[src/rtl/positadd_stream_ctrl_if.sv]
// Handshake bundle for positadd_stream_ctrl: upstream operand stream, adder
// operand/result bus, downstream result stream and status.
interface positadd_stream_ctrl_if #(
  parameter int N     = 32,
  parameter int DEPTH = 16
);
  localparam int CW = $clog2(DEPTH) + 1;

  logic          s_valid;
  logic          s_ready;
  logic [N-1:0]  s_in1;
  logic [N-1:0]  s_in2;

  logic [N-1:0]  add_in1;
  logic [N-1:0]  add_in2;
  logic          add_start;
  logic [N-1:0]  add_result;
  logic          add_inf;
  logic          add_zero;

  logic          m_valid;
  logic          m_ready;
  logic [N-1:0]  m_result;
  logic          m_inf;
  logic          m_zero;

  logic [CW-1:0] credits_used;
  logic          ovf_err;

  modport slave (
    input  s_valid, s_in1, s_in2, add_result, add_inf, add_zero, m_ready,
    output s_ready, add_in1, add_in2, add_start, m_valid, m_result, m_inf, m_zero,
           credits_used, ovf_err
  );

  modport master (
    output s_valid, s_in1, s_in2, add_result, add_inf, add_zero, m_ready,
    input  s_ready, add_in1, add_in2, add_start, m_valid, m_result, m_inf, m_zero,
           credits_used, ovf_err
  );
endinterface

[src/rtl/positadd_stream_ctrl.sv]
// Credit-based stream wrapper around a fixed-latency posit adder: issues
// operand pairs, tracks them with a valid shift register, queues results in a FWFT FIFO.
module positadd_stream_ctrl #(
  parameter int N       = 32,
  parameter int LATENCY = 8,
  parameter int DEPTH   = 16
) (
  input  logic                  clk,
  input  logic                  reset,
  positadd_stream_ctrl_if.slave io
);
  localparam int AW = $clog2(DEPTH);
  localparam int CW = AW + 1;
  localparam int W  = N + 2;

  logic [CW-1:0]      credits_reg;
  logic [AW:0]        wr_ptr_reg;
  logic [AW:0]        rd_ptr_reg;
  logic [LATENCY-1:0] vsr_reg;
  logic [N-1:0]       in1_reg;
  logic [N-1:0]       in2_reg;
  logic               start_reg;
  logic               ovf_reg;
  logic [W-1:0]       mem [DEPTH];

  logic               issue;
  logic               pop;
  logic               empty;
  logic               full;
  logic               wr_req;
  logic               wr_en;
  logic [W-1:0]       head;

  // Credits count both in-flight ops and queued results, so an accepted
  // operand always has a FIFO slot waiting for it.
  assign io.s_ready = (credits_reg < CW'(DEPTH));
  assign issue      = io.s_valid & io.s_ready;

  assign empty  = (wr_ptr_reg == rd_ptr_reg);
  assign full   = (wr_ptr_reg[AW] != rd_ptr_reg[AW]) &&
                  (wr_ptr_reg[AW-1:0] == rd_ptr_reg[AW-1:0]);
  assign pop    = ~empty & io.m_ready;
  assign wr_req = vsr_reg[LATENCY-1];
  assign wr_en  = wr_req & (~full | pop);

  always_ff @(posedge clk or posedge reset) begin
    if (reset) begin
      credits_reg <= '0;
      wr_ptr_reg  <= '0;
      rd_ptr_reg  <= '0;
      vsr_reg     <= '0;
      in1_reg     <= '0;
      in2_reg     <= '0;
      start_reg   <= 1'b0;
      ovf_reg     <= 1'b0;
    end else begin
      start_reg <= issue;
      if (issue) begin
        in1_reg <= io.s_in1;
        in2_reg <= io.s_in2;
      end
      // Bit k is set k+1 cycles after add_start, so the MSB lines up with add_result.
      vsr_reg <= (vsr_reg << 1) | LATENCY'(start_reg);

      case ({issue, pop})
        2'b10:   credits_reg <= credits_reg + CW'(1);
        2'b01:   credits_reg <= credits_reg - CW'(1);
        default: credits_reg <= credits_reg;
      endcase

      if (wr_en) wr_ptr_reg <= wr_ptr_reg + 1'b1;
      if (pop)   rd_ptr_reg <= rd_ptr_reg + 1'b1;
      if (wr_req && !wr_en) ovf_reg <= 1'b1;
    end
  end

  always_ff @(posedge clk) begin
    if (wr_en) mem[wr_ptr_reg[AW-1:0]] <= {io.add_result, io.add_inf, io.add_zero};
  end

  assign head            = mem[rd_ptr_reg[AW-1:0]];
  assign io.m_valid      = ~empty;
  assign io.m_result     = head[W-1:2];
  assign io.m_inf        = head[1];
  assign io.m_zero       = head[0];
  assign io.add_in1      = in1_reg;
  assign io.add_in2      = in2_reg;
  assign io.add_start    = start_reg;
  assign io.credits_used = credits_reg;
  assign io.ovf_err      = ovf_reg;
endmodule
[src/flat_wrapper.sv]
// flat-port wrapper written by rule: the top's interface ports become plain ports
module positadd_stream_ctrl_flat 
#(
  parameter int N       = 32,
  parameter int LATENCY = 8,
  parameter int DEPTH   = 16
)
  (clk, reset, io_s_valid, io_s_in1, io_s_in2, io_add_result, io_add_inf, io_add_zero, io_m_ready, io_s_ready, io_add_in1, io_add_in2, io_add_start, io_m_valid, io_m_result, io_m_inf, io_m_zero, io_credits_used, io_ovf_err);
  positadd_stream_ctrl_if #(.N(N), .DEPTH(DEPTH)) io_i ();
  input  logic clk;
  input  logic reset;
  input wire logic [$bits(io_i.s_valid)-1:0] io_s_valid;
  input wire logic [$bits(io_i.s_in1)-1:0] io_s_in1;
  input wire logic [$bits(io_i.s_in2)-1:0] io_s_in2;
  input wire logic [$bits(io_i.add_result)-1:0] io_add_result;
  input wire logic [$bits(io_i.add_inf)-1:0] io_add_inf;
  input wire logic [$bits(io_i.add_zero)-1:0] io_add_zero;
  input wire logic [$bits(io_i.m_ready)-1:0] io_m_ready;
  output wire logic [$bits(io_i.s_ready)-1:0] io_s_ready;
  output wire logic [$bits(io_i.add_in1)-1:0] io_add_in1;
  output wire logic [$bits(io_i.add_in2)-1:0] io_add_in2;
  output wire logic [$bits(io_i.add_start)-1:0] io_add_start;
  output wire logic [$bits(io_i.m_valid)-1:0] io_m_valid;
  output wire logic [$bits(io_i.m_result)-1:0] io_m_result;
  output wire logic [$bits(io_i.m_inf)-1:0] io_m_inf;
  output wire logic [$bits(io_i.m_zero)-1:0] io_m_zero;
  output wire logic [$bits(io_i.credits_used)-1:0] io_credits_used;
  output wire logic [$bits(io_i.ovf_err)-1:0] io_ovf_err;
  assign io_i.s_valid = io_s_valid;
  assign io_i.s_in1 = io_s_in1;
  assign io_i.s_in2 = io_s_in2;
  assign io_i.add_result = io_add_result;
  assign io_i.add_inf = io_add_inf;
  assign io_i.add_zero = io_add_zero;
  assign io_i.m_ready = io_m_ready;
  assign io_s_ready = io_i.s_ready;
  assign io_add_in1 = io_i.add_in1;
  assign io_add_in2 = io_i.add_in2;
  assign io_add_start = io_i.add_start;
  assign io_m_valid = io_i.m_valid;
  assign io_m_result = io_i.m_result;
  assign io_m_inf = io_i.m_inf;
  assign io_m_zero = io_i.m_zero;
  assign io_credits_used = io_i.credits_used;
  assign io_ovf_err = io_i.ovf_err;
  positadd_stream_ctrl #(.N(N), .LATENCY(LATENCY), .DEPTH(DEPTH)) u_core (.clk(clk), .reset(reset), .io(io_i));
endmodule
[config.mk]
export PLATFORM = sky130hd
export DESIGN_NAME = positadd_stream_ctrl_flat
export DESIGN_NICKNAME = d
export VERILOG_FILES = /design/src/rtl/positadd_stream_ctrl_if.sv /design/src/rtl/positadd_stream_ctrl.sv /design/src/flat_wrapper.sv
export SDC_FILE = /design/constraint.sdc
export NUM_CORES = 1
export LEC_CHECK = 0
export ABC_CLOCK_PERIOD_IN_PS = 6900
export CAP_MARGIN = 30
export CORE_MARGIN = 3
export CORE_UTILIZATION = 57
export DETAILED_ROUTE_END_ITERATION = 8
export PLACE_DENSITY = 0.79
export SETUP_SLACK_MARGIN = 0.2
export SLEW_MARGIN = 20
export SYNTH_ARGS = -nofsm -noshare
export SYNTH_HDL_FRONTEND = slang
export SYNTH_SLANG_ARGS = --single-unit
export TNS_END_PERCENT = 30
[constraint.sdc]
create_clock -name clk -period 6.9 [get_ports clk]
set_input_delay 1.035 -clock clk [delete_from_list [all_inputs] [get_ports clk]]
set_output_delay 1.035 -clock clk [all_outputs]
set_load 0.02 [all_outputs]
==> metrics.csv, run 1 <==
stage,metric,value,unit
status,status,"finished, final reports clean",
run,drv_cap,0,
placed_design,pre_cts_slack,2332,ps
cells_and_area,multi_input_area,5091,µm²
power_and_ir_drop,seqPwrFrac,40.2,%
cells_and_area,area_growth,20.08,%
worst_setup_path,worstPathArrival,3980,ps
power_and_ir_drop,p_leak,9.525,nW
clocking,post_cts_buffers,0,
timing,hold_viol_final,0,
worst_setup_path,cp_cell_sequence,buf_4 > xnor2_1 > nand4_1 > or2_2 > clkdlybuf4s50_1,
timing,slew_headroom,38.29,%
timing,setup_ws,1887,ps
detailed_routing,wl,54.71,mm
detailed_routing,via_count,12090,
clocking,root_buffer,clkbuf_16,
floorplan,core,41200,µm²
clocking,clkLatencyLatePin,620,ps
detailed_routing,drt-pass1-iter-count,7,
worst_setup_path,crit_required,5860,ps
clocking,cts_hold_buf,0,
logic_synthesis,synth.distinct_cells,41,
timing,tns,0,ps
cells_and_area,fillerInstances,2445,
cells_and_area,regArea,18570,µm²
cells_and_area,fin_cells,1925,
power_and_ir_drop,powerDensity,434.2,nW/µm²
cells_and_area,postLayoutCellArea,28780,µm²
floorplan,die_x,211.1,µm
worst_setup_path,regToRegSetupSlack,2350,ps
power_and_ir_drop,power,12.49,mW
worst_setup_path,path_max_fanout,40,
timing,fin_crit,5013,ps
logic_synthesis,synthCells,1097,
placed_design,dpl.hpwl,29.53,mm
logic_synthesis,synthTopCellsByArea,"edfxtp_1 68%, mux4_2 13%, dfrtp_1 9.3%",
global_route,gr-usage-all-layers,25.21,%
power_and_ir_drop,power.internal,8.584,mW
clocking,clk_pin_slew,60,ps
floorplan,initial_utilization,58.17,%
logic_synthesis,synth_top_area_share,68.16,%
placed_design,gp_congestion,0.7762,
placed_design,dp.cells,1814,
cells_and_area,drive_gt1_share,25.34,%
power_and_ir_drop,switchingPower,3.911,mW
clocking,cts-resized-gates,0,
logic_synthesis,synth_fp_nets,1209,
floorplan,dieArea,44540,µm²
logic_synthesis,netlist_area,23970,µm²
cells_and_area,largest_reg_flops,544,
cells_and_area,insertedDiodeCount,0,
floorplan,io_pins,209,
logic_synthesis,ys.warnings.count,0,
logic_synthesis,synth_flop_cell,edfxtp_1,
timing,rsz0062_at_grt,no,
logic_synthesis,async_flop_share,14.06,%
timing,tightest_slew,925.7,ps
logic_synthesis,synth_top_area_cell,edfxtp_1,
placed_design,placed_cell_area,26800,µm²
min_path,worstHoldPathType,flop to flop,
global_route,grt-ovfl-total,0,
worst_setup_path,cp-start-kind,flop,
detailed_routing,wl_per_cell,28.42,µm
global_route,antenna_found_initial,2,
clocking,clock_path_buffers,3,
global_route,grt_pass1_wl,82.44,mm
timing,finalCritPeriodShare,72.66,%
logic_synthesis,ys_seq_area_share,77.45,%
power_and_ir_drop,comb_power_share,33.6,%
global_route,grt_pass1_vias,13140,
timing,setup_viol,0,
min_path,min_path_cells,0,
clocking,clock_sinks,633,
placed_design,portBuffers,208,
power_and_ir_drop,p_sw_share,31.30,%
detailed_routing,drt_iter0_markers,1222,
power_and_ir_drop,pwr-share-clk,26.2,%
worst_setup_path,end_kind,primary output,
logic_synthesis,avgSynthCellArea,21.85,µm²
cells_and_area,final_nets,1456,
clocking,cts_buffers,59,
worst_setup_path,slowest_stage,dfrtp_4,
detailed_routing,antenna_left,0,
worst_setup_path,max_stage_delay,880,ps
logic_synthesis,ys_ff_latch,633,
timing,fmax,199.5,MHz
detailed_routing,drcViolationCount,0,
power_and_ir_drop,ir_drop,0.3804,mV
floorplan,die_y,211.1,µm
logic_synthesis,synth-edff-count,544,
worst_setup_path,path_class,flop to primary output,
timing,skew,22.90,ps
clocking,cts_tree,done,
global_route,grt_max_degree,69,
worst_setup_path,ff2ff_path_depth,11,
detailed_routing,via_per_inst,6.283,
clocking,htreeDepth,2,
floorplan,row_count,74,
timing,slew_viol_final,0,
through the flow:
stage,hold slack (ps),util [%]
3_5_place_dp,336.5,65.04
4_1_cts,348.8,69.78
3_3_place_gp,334.4,64.83
6_report,348.9,69.85
5_1_grt,362.3,69.85
2_1_floorplan,331.2,-
metal layers:
layer	vias up	global-route usage (%)	wire, µm
met5	-	0	34
met4	4	8.176	1241
met3	96	5.822	5129
met2	690	41.89	27830
met1	6287	33.80	20470
li1	5017	-	-
layout by cell type (no fill, tap or decap), drive strengths merged, types with 29 or more instances in the layout:
master	synthesis	routed
edfxtp	544	544
clkdlybuf4s50	0	208
mux4	136	136
dfrtp	89	89
clkbuf	17	70
o22ai	68	68
mux2	67	67
nor2	40	40
buf	43	38
clkinv	0	29
power by group through the flow:
stage / Combinational, mW / Sequential (mW) / Clock [mW]
2_1_floorplan: 2.47 / 5.15 / 0
3_3_place_gp: 4.06 / 5.07 / 0
3_5_place_dp: 4.16 / 5.10 / 0
4_1_cts: 4.22 / 5.04 / 3.33
5_1_grt: 4.44 / 5.09 / 3.46
6_report: 4.19 / 5.03 / 3.28
layout make-up:
| type | count | share of cell area [%] |
|---|---|---|
| clock buffer | 70 | 5.382 |
| clock inverter | 40 | 1.400 |
| tap | 532 | 2.313 |
| sequential | 633 | 64.54 |
| multi-input combinational | 394 | 17.69 |
| timing repair buffer | 246 | 8.539 |
| inverter | 10 | 0.1348 |
path summary, 6_finish.rpt:
kind / startpoint / end
worst max-delay path: u_core.rd_ptr_reg[0]$_DFFE_PP0P_ / io_m_valid
worst min-delay path: u_core.vsr_reg[3]$_DFF_PP0_ / u_core.vsr_reg[4]$_DFF_PP0_
worst max register to register: u_core.rd_ptr_reg[0]$_DFFE_PP0P_ / u_core.io.credits_used[4]$_DFFE_PP0P_
worst min register to register: u_core.vsr_reg[3]$_DFF_PP0_ / u_core.vsr_reg[4]$_DFF_PP0_
max in group asynchronous: reset / u_core.rd_ptr_reg[1]$_DFFE_PP0P_
min in group asynchronous: reset / u_core.io.add_in2[27]$_DFFE_PP0P_
cells by family (layout without fill, tap and decap cells):
logic type / after synthesis / in the layout / synth area share [%]
compound gates: 84 / 84 / 2.255
xor+xnor: 15 / 15 / 0.5482
simple gates: 81 / 81 / 1.530
fa+ha+maj: 10 / 10 / 0.5534
mux: 204 / 204 / 15.97
buf+inv: 70 / 366 / 1.692
flops: 633 / 633 / 77.45
Yosys cell counts, types with 2 or more instances:
cell,n
mux2_1,2
edfxtp_1,544
nand2_1,12
xor2_1,3
nor4_1,3
and3_1,2
ha_1,9
buf_12,2
o21a_1,2
inv_1,10
buf_6,5
o311ai_1,2
buf_1,3
mux2_2,65
o211ai_1,3
xnor2_1,12
nand4_1,2
dfrtp_1,89
mux4_2,136
nor3_1,12
nand2b_1,5
buf_2,22
a21o_1,2
o21ai_0,3
o22ai_1,68
nor2_1,39
buf_4,11
clkbuf_1,16
critical path, delay by kind of cell (launching register included):
family                    cells  cell delay, ps
xor gates and xnor gates      1             210
buffers and inverters         2            1350
DFF                           1             880
and+or+nand+nor               2             920
(Power assumes the default switching activity.)
==> run 2, diff against run 1 <==
Settings changed: ABC_CLOCK_PERIOD_IN_PS 6900 to 5000.
Clock period 6.9 ns to 5 ns, I/O delays scaled along.
==> metrics.csv, run 2 (synthesized netlist as in run 1, its figures left out) <==
stage,metric,value,unit
status,status,"finished, final reports clean",
timing,slew_headroom,36.36,%
power_and_ir_drop,p_leak,9.568,nW
power_and_ir_drop,ir_drop,0.4365,mV
worst_setup_path,path_class,flop to primary output,
clocking,clk_pin_slew,60,ps
global_route,antenna_found_initial,0,
global_route,gr-usage-all-layers,24.53,%
timing,hold_viol_final,0,
min_path,min_path_cells,0,
floorplan,dieArea,44540,µm²
clocking,cts_hold_buf,0,
floorplan,core,41200,µm²
clocking,root_buffer,clkbuf_16,
detailed_routing,met1Wirelength,20.51,mm
placed_design,portBuffers,208,
cells_and_area,fin_cells,1927,
worst_setup_path,setup.worst_path.end,io_m_result[22],
detailed_routing,wl_per_cell,27.58,µm
clocking,cts_tree,done,
timing,setup_viol,0,
worst_setup_path,end_kind,primary output,
timing,rsz0062_at_grt,no,
worst_setup_path,rr_startpoint,u_core.rd_ptr_reg[2]$_DFFE_PP0P_,
detailed_routing,via_per_inst,6.298,
placed_design,dp.cells,1811,
clocking,clkLatencyLatePin,600,ps
global_route,grt_pass1_wl,80.97,mm
detailed_routing,wl,53.14,mm
detailed_routing,antenna_left,0,
cells_and_area,final_common_cell,edfxtp_1,
clocking,cts_buffers,60,
min_path,worstHoldPathType,flop to flop,
detailed_routing,via_count,12140,
worst_setup_path,max_stage_delay,800,ps
run,drv_cap,0,
worst_setup_path,worstPathArrival,3420,ps
worst_setup_path,ff2ff_path_depth,10,
worst_setup_path,cp_cell_sequence,buf_4 > mux4_2 > o22ai_1 > nor2_1 > clkdlybuf4s50_1,
worst_setup_path,cp-startpoint,u_core.rd_ptr_reg[1]$_DFFE_PP0P_,
timing,fin_crit,4175,ps
cells_and_area,drive_gt1_share,25.59,%
global_route,grt-ovfl-total,0,
placed_design,gp_congestion,0.7847,
clocking,post_cts_buffers,0,
clocking,htreeDepth,2,
detailed_routing,highest_layer,met4,
min_path,hold_start,u_core.vsr_reg[2]$_DFF_PP0_,
cells_and_area,final_nets,1459,
floorplan,die_y,211.1,µm
detailed_routing,wl_met3,4.725,mm
floorplan,row_count,74,
detailed_routing,drt_iter0_markers,1237,
cells_and_area,insertedDiodeCount,0,
timing,slew_viol_final,0,
timing,finalCritPeriodShare,83.50,%
timing,skew,14.13,ps
global_route,grt_max_degree,69,
worst_setup_path,regToRegSetupSlack,1250,ps
worst_setup_path,worstReg2RegEnd,u_core.io.credits_used[4]$_DFFE_PP0P_,
clocking,clock_path_buffers,3,
power_and_ir_drop,powerDensity,600.5,nW/µm²
clocking,clock_sinks,633,
worst_setup_path,slowest_stage,dfrtp_4,
detailed_routing,drt-pass1-iter-count,5,
clocking,cts-resized-gates,0,
cells_and_area,final_cell_mix,"544 x edfxtp_1, 208 x clkdlybuf4s50_1, 136 x mux4_2, 86 x dfrtp_1, 68 x o22ai_1",
timing,fmax,239.5,MHz
timing,tns,0,ps
floorplan,io_pins,209,
floorplan,die_x,211.1,µm
global_route,grt_pass1_vias,12870,
detailed_routing,wl_met2,26.29,mm
cells_and_area,largest_reg_flops,544,
worst_setup_path,cp-start-kind,flop,
floorplan,initial_utilization,58.17,%
detailed_routing,drcViolationCount,0,
placed_design,dpl.hpwl,30.18,mm
worst_setup_path,crit_required,4250,ps
timing,tightest_slew,949.5,ps
cells_and_area,area_growth,20.40,%
worst_setup_path,path_max_fanout,36,
run 2: per-stage QoR:
| step | cell area (µm²) | setup slack (ps) | power, mW | utilization [%] | hold slack (ps) |
|---|---|---|---|---|---|
| CTS | 28760 | 645.2 | 17.41 | 69.80 | 353.0 |
| floorplan | 23970 | 167.9 | 10.51 | - | 331.2 |
| global placement | 26700 | 1337 | 12.61 | 64.81 | 335.7 |
| detailed placement | 26740 | 1287 | 12.71 | 64.91 | 335.6 |
| finish | 28860 | 825.1 | 17.33 | 70.03 | 350.8 |
| global route | 28860 | 597.8 | 18.04 | 70.03 | 353.8 |
run 2: power by group:
group	switching, mW	internal (mW)	leakage (nW)
combinational	3.00	2.79	2.63
sequential	0.484	6.41	5.95
clock	1.90	2.74	0.989
total	5.38	11.9	9.57
run 2: routing by layer:
layer  track usage, %  vias up
met4            8.684        0
met1            33.90     6311
met3            5.510      117
met2            39.50      688
met5                0        -
li1                 -     5021
run 2: worst min-delay path by stage:
stage | endpoint | slack (ps)
2_1_floorplan | u_core.vsr_reg[1]$_DFF_PP0_ | 330
3_3_place_gp | u_core.vsr_reg[7]$_DFF_PP0_ | 340
3_5_place_dp | u_core.vsr_reg[3]$_DFF_PP0_ | 340
4_1_cts | u_core.vsr_reg[3]$_DFF_PP0_ | 350
5_1_grt | u_core.vsr_reg[3]$_DFF_PP0_ | 350
6_report | u_core.vsr_reg[3]$_DFF_PP0_ | 350
run 2: final cells by class:
| class | instances | area (µm²) |
|---|---|---|
| Tap cell | 532 | 665.6 |
| Multi-Input combinational cell | 394 | 5091 |
| Clock inverter | 42 | 464.2 |
| Inverter | 10 | 38.79 |
| Timing Repair Buffer | 248 | 2469 |
| Sequential cell | 633 | 18570 |
| Clock buffer | 68 | 1553 |
| Fill cell | 2385 | 12350 |
run 2: critical path, delay by kind of cell (launching register included):
family / cells / cell delay (ps)
DFF: 1 / 800
AOI/OAI and AO/OA: 1 / 170
muxes: 1 / 570
buffers and inverters: 2 / 1160
and+or+nand+nor: 1 / 100
